**config.mk**
```make
export PLATFORM = sky130hd
export DESIGN_NAME = ovl_fire_collector
export DESIGN_NICKNAME = d
export VERILOG_FILES = /design/src/rtl/ovl_fire_collector.sv
export SDC_FILE = /design/constraint.sdc
export NUM_CORES = 1
export LEC_CHECK = 0
export ABC_AREA = 1
export CELL_PAD_IN_SITES_DETAIL_PLACEMENT = 0
export CELL_PAD_IN_SITES_GLOBAL_PLACEMENT = 1
export CORE_UTILIZATION = 42
export CTS_CLUSTER_SIZE = 40
export DETAILED_ROUTE_END_ITERATION = 12
export PLACE_DENSITY_LB_ADDON = 0.1
export SLEW_MARGIN = 20
export SYNTH_ARGS = -nofsm -noshare
export SYNTH_HDL_FRONTEND = slang
export SYNTH_SLANG_ARGS = --single-unit
```
**constraint.sdc**
```tcl
create_clock -name clock -period 2.59 [get_ports clock]
set_input_delay 0.6475 -clock clock [delete_from_list [all_inputs] [get_ports clock]]
set_output_delay 0.6475 -clock clock [all_outputs]
set_load 0.02 [all_outputs]
```
**src/rtl/ovl_fire_collector.sv**
```systemverilog
// ovl_fire_collector
//
// Collects the per-checker fire pulses of a bank of OVL checkers. For every
// accepted fire cycle it does three things:
//   - bumps a saturating failure counter for each checker that fired;
//   - records the first failing checker (sticky until reset);
//   - pushes one time-stamped event into a small FIFO drained by a consumer.
//
// Ports:
//   clock      : sole clock, rising edge
//   reset      : synchronous, active-high; clears all state
//   enable     : when low, fire is ignored (timestamp keeps running)
//   fire       : one bit per checker, high = checker failed this cycle
//   evt_ready  : consumer accepts the head event
//   evt_valid  : FIFO non-empty
//   evt_id     : lowest firing checker index of the head event
//   evt_time   : timestamp of the head event
//   evt_multi  : more than one checker fired in the head event's cycle
//   cnt_sel    : counter read select
//   cnt_value  : combinational read of counter cnt_sel (0 if out of range)
//   any_fail   : sticky, set by the first accepted fire
//   first_id   : checker index of the first accepted fire
//   overflow   : sticky, an event was dropped because the FIFO was full
//
// Event handshake: an event transfers on a rising edge where evt_valid and
// evt_ready are both high. While evt_valid is high and evt_ready is low the
// head event (evt_id/evt_time/evt_multi) is held stable. When evt_valid is
// low the event outputs read 0.

module ovl_fire_collector #(
    parameter int NUM_CHECKERS = 8,
    parameter int ID_WIDTH     = 3,
    parameter int CNT_WIDTH    = 8,
    parameter int TS_WIDTH     = 16,
    parameter int FIFO_DEPTH   = 4
) (
    input  logic                    clock,
    input  logic                    reset,
    input  logic                    enable,
    input  logic [NUM_CHECKERS-1:0] fire,
    input  logic                    evt_ready,
    output logic                    evt_valid,
    output logic [ID_WIDTH-1:0]     evt_id,
    output logic [TS_WIDTH-1:0]     evt_time,
    output logic                    evt_multi,
    input  logic [ID_WIDTH-1:0]     cnt_sel,
    output logic [CNT_WIDTH-1:0]    cnt_value,
    output logic                    any_fail,
    output logic [ID_WIDTH-1:0]     first_id,
    output logic                    overflow
);

    localparam int PTR_W = $clog2(FIFO_DEPTH);

    logic [TS_WIDTH-1:0]     r_ts;
    logic [CNT_WIDTH-1:0]    r_cnt        [NUM_CHECKERS];
    logic [ID_WIDTH-1:0]     r_fifo_id    [FIFO_DEPTH];
    logic [TS_WIDTH-1:0]     r_fifo_time  [FIFO_DEPTH];
    logic                    r_fifo_multi [FIFO_DEPTH];
    // Pointers carry one extra wrap bit so full and empty are distinguishable.
    logic [PTR_W:0]          r_wr_ptr;
    logic [PTR_W:0]          r_rd_ptr;
    logic                    r_any_fail;
    logic [ID_WIDTH-1:0]     r_first_id;
    logic                    r_overflow;

    logic                    w_empty;
    logic                    w_full;
    logic                    w_accept;
    logic                    w_pop;
    logic                    w_push;
    logic                    w_drop;
    logic [ID_WIDTH-1:0]     w_low_id;
    logic [NUM_CHECKERS-1:0] w_fire_minus1;
    logic                    w_multi;
    logic [PTR_W-1:0]        w_wr_idx;
    logic [PTR_W-1:0]        w_rd_idx;

    assign w_wr_idx = r_wr_ptr[PTR_W-1:0];
    assign w_rd_idx = r_rd_ptr[PTR_W-1:0];
    assign w_empty  = (r_wr_ptr == r_rd_ptr);
    assign w_full   = (r_wr_ptr[PTR_W] != r_rd_ptr[PTR_W]) && (w_wr_idx == w_rd_idx);

    assign w_accept = enable && (|fire);
    assign w_pop    = !w_empty && evt_ready;
    // A full FIFO still takes the new event if the head leaves on the same edge.
    assign w_push   = w_accept && (!w_full || w_pop);
    assign w_drop   = w_accept && w_full && !w_pop;

    // Clearing the lowest set bit leaves something only if two or more were set.
    assign w_fire_minus1 = fire - NUM_CHECKERS'(1);
    assign w_multi       = |(fire & w_fire_minus1);

    // Lowest set index: scan downward so the last hit is the lowest bit.
    always_comb begin
        w_low_id = '0;
        for (int i = NUM_CHECKERS - 1; i >= 0; i--) begin
            if (fire[i]) begin
                w_low_id = ID_WIDTH'(i);
            end
        end
    end

    // Counter read; selects with no matching checker fall through to 0.
    always_comb begin
        cnt_value = '0;
        for (int i = 0; i < NUM_CHECKERS; i++) begin
            if (cnt_sel == ID_WIDTH'(i)) begin
                cnt_value = r_cnt[i];
            end
        end
    end

    assign evt_valid = !w_empty;
    assign evt_id    = w_empty ? '0 : r_fifo_id[w_rd_idx];
    assign evt_time  = w_empty ? '0 : r_fifo_time[w_rd_idx];
    assign evt_multi = w_empty ? 1'b0 : r_fifo_multi[w_rd_idx];
    assign any_fail  = r_any_fail;
    assign first_id  = r_first_id;
    assign overflow  = r_overflow;

    always_ff @(posedge clock) begin
        if (reset) begin
            r_ts       <= '0;
            r_wr_ptr   <= '0;
            r_rd_ptr   <= '0;
            r_any_fail <= 1'b0;
            r_first_id <= '0;
            r_overflow <= 1'b0;
            for (int i = 0; i < NUM_CHECKERS; i++) begin
                r_cnt[i] <= '0;
            end
        end else begin
            r_ts <= r_ts + TS_WIDTH'(1);
            if (w_push) begin
                r_wr_ptr <= r_wr_ptr + (PTR_W + 1)'(1);
            end
            if (w_pop) begin
                r_rd_ptr <= r_rd_ptr + (PTR_W + 1)'(1);
            end
            if (w_drop) begin
                r_overflow <= 1'b1;
            end
            if (w_accept && !r_any_fail) begin
                r_any_fail <= 1'b1;
                r_first_id <= w_low_id;
            end
            for (int i = 0; i < NUM_CHECKERS; i++) begin
                if (w_accept && fire[i] && (r_cnt[i] != '1)) begin
                    r_cnt[i] <= r_cnt[i] + CNT_WIDTH'(1);
                end
            end
        end
    end

    // Payload storage needs no reset; it is only visible behind evt_valid.
    always_ff @(posedge clock) begin
        if (!reset && w_push) begin
            r_fifo_id[w_wr_idx]    <= w_low_id;
            r_fifo_time[w_wr_idx]  <= r_ts;
            r_fifo_multi[w_wr_idx] <= w_multi;
        end
    end

endmodule

```
==> run metrics <==
status=completed; Top Ports=49; Yosys top cell area share=0.509; post-route total power=6.80 mW; R2R Path End=r_cnt[0][2]; Clock transition at path regs=70 ps; root buffer cell=clkbuf_16; CTS Buf Count=17; synth warn=0; initial antenna violation count=0; Worst-Margin Slew=609 ps; end point of the critical path=cnt_value[7]; WL per Instance=15.8 um; maximum VDD drop=0.445 mV; Synth Instances=908; CTS Buffer Depth=2; M2 GR Usage=0.361; WL final=20,000 um; Std-Cell Rows=51; total global routing track utilization=0.202; PwrDens=674 nW/um^2; Setup Crit Path Kind=in -> out; Final setup viols=0; Die H=144 um; Clock Latency Late Sink=430 ps; TritonCTS Sinks=173; Mapped Nets=937; CTS tree=yes; Syn Area/Cell=9.35 um^2; dominant synthesized flop cell=edfxtp_1; Synth area leader=edfxtp_1; die area=20,800 um^2; max-slew violations=0; Starting DRT DRC Count=367; dominant cells by area after synthesis=edfxtp_1 51%, nor2_1 8.1%, dfxtp_1 6.8%; HP Class=reg -> reg; post-synth cell types=32; worst path required time=1940 ps; count leader, synth=nor2_1; FF-to-FF path depth=8; critical path arrival=1850 ps; Max-Cap Viols=0; total negative setup slack=0 ps; I/O Buffers=48; hold_buf cts=0; register area share after synthesis=0.577; share of layout cells above drive strength 1=0.114; EDFF count, synth=144; drt first pass iters=5; Via density=5.09; GPL Wtd Cong=0.895; Final Skew=11.8 ps; Die Wd=144 um; via count=6,440; M1 GR Usage=0.251; CP Capture Type=output port; Remaining DRCs=0; CP startpoint kind=input port; Synth top cells by count=183 x nor2_1, 147 x nand2_1, 144 x edfxtp_1, 103 x inv_1, 48 x nand3_1; final hold violation count=0; cell area after synthesis=8490 um^2; largest net degree at the start of global routing=24; Nets=1,017; initial core utilization=0.432; area delta synth->final=18.9%; RSZ-0062 raised after global routing=no; Post-synth ARST share=0; ant diodes=0; grt ovf=0; Critical path origin=cnt_sel[2]; Core ar.=19,700 um^2; layer with the highest usage=met2; slew margin rel.=0.590; fin crit share=0.965; met3 Track Usage GR=0.0334; first-pass GRT wire length=31,400 um; Seq cells post-synth=173; CP Max Fanout=8; Fin Hold WS=472 ps; H-tree levels=4; Critical R2R Launch=r_cnt[0][0]; DRT antenna net count=0; Post-DP HPWL=14,500 um; minimum clock period=2500 ps; Static Leak=3.91 nW; Highest Clock Rate=400 MHz; vias in the first global route=6,103; r2r setup slk=700 ps
## cell families (layout without fill, tap and decap cells)
kind of cell	after synthesis	in the layout	share of synthesized area
simple gates	454	454	0.238
flops	173	173	0.577
buf+inv	135	227	0.0622
compound gates	101	101	0.0700
xor+xnor	31	31	0.0320
fa+ha+maj	14	14	0.0206
## stage by stage
| step | area (um^2) | instances | util | setup WS [ps] |
|---|---|---|---|---|
| floorplan | 8490 | 908 | - | 63.9 |
| global placement | 9580 | 1230 | 0.487 | -600 |
| detailed placement | 9580 | 1230 | 0.487 | -630 |
| CTS | 10100 | 1265 | 0.516 | 3.64 |
| global route | 10100 | 1265 | 0.514 | 1.50 |
| finish | 10100 | 1265 | 0.514 | 91.3 |
## placed cells by master, fill, tap and decap left out, drive strengths merged, types with 29 or more instances in the layout
master and instances:
edfxtp 144, a21oi 31, clkbuf 29, buf 47
nand3 51, nand4 42, dfxtp 29, nand2 149
o21ai 44, inv 113, nor2 188
## layer usage
layer	wire [um]	share of wire
met4	265	0.013
met3	749	0.037
met5	0	0
met1	8830	0.44
met2	10100	0.51
## final cells by class
type                       count  area (um^2)
multi-input combinational    600         3070
clock inverter                14          139
timing repair buffer          88          816
fill                        1858         9560
inverter                     108          405
sequential                   173         4910
tap                          265          332
clock buffer                  17          425
## what timing repair did
| action | in CTS | in global routing |
|---|---|---|
| resized for setup | 59 | 35 |
| pin swaps | 2 | 1 |
| setup endpoints to repair | 29 | 22 |
| buffers inserted | 4 | 0 |
## state kept, by name, summed over array words and instances (netlist names), 3 cells and up, named ones only
signal,cells
r_wr_ptr,3
r_fifo_time,64
r_fifo_multi,4
r_ts,16
r_fifo_id,12
r_rd_ptr,3
first_id,3
r_cnt,64
## worst max-delay path, stage by stage
cell,delay [ps]
dlygate4sd2_1,230
inv_2,80
buf_12,150
nor3_4,180
buf_4,170
nand2_1,50
nand4_1,90
clkdlybuf4s15_2,260
## power breakdown
part	internal (mW)	switching [mW]	leakage, nW	total [mW]
Clock	1.34	1.10	0.278	2.44
Combinational	0.413	0.678	1.99	1.09
Sequential	3.14	0.127	1.65	3.27
Total	4.89	1.91	3.91	6.80
## worst min-delay path by stage
stage | from | to | cells past startpoint
after floorplan | r_ts[0] | r_ts[0] | 1
after global placement | first_id[1] | first_id[1] | 2
after detailed placement | first_id[1] | first_id[1] | 2
after CTS | first_id[1] | first_id[1] | 2
after global routing | first_id[1] | first_id[1] | 2
final | first_id[1] | first_id[1] | 2
(Power assumes the default switching activity.)
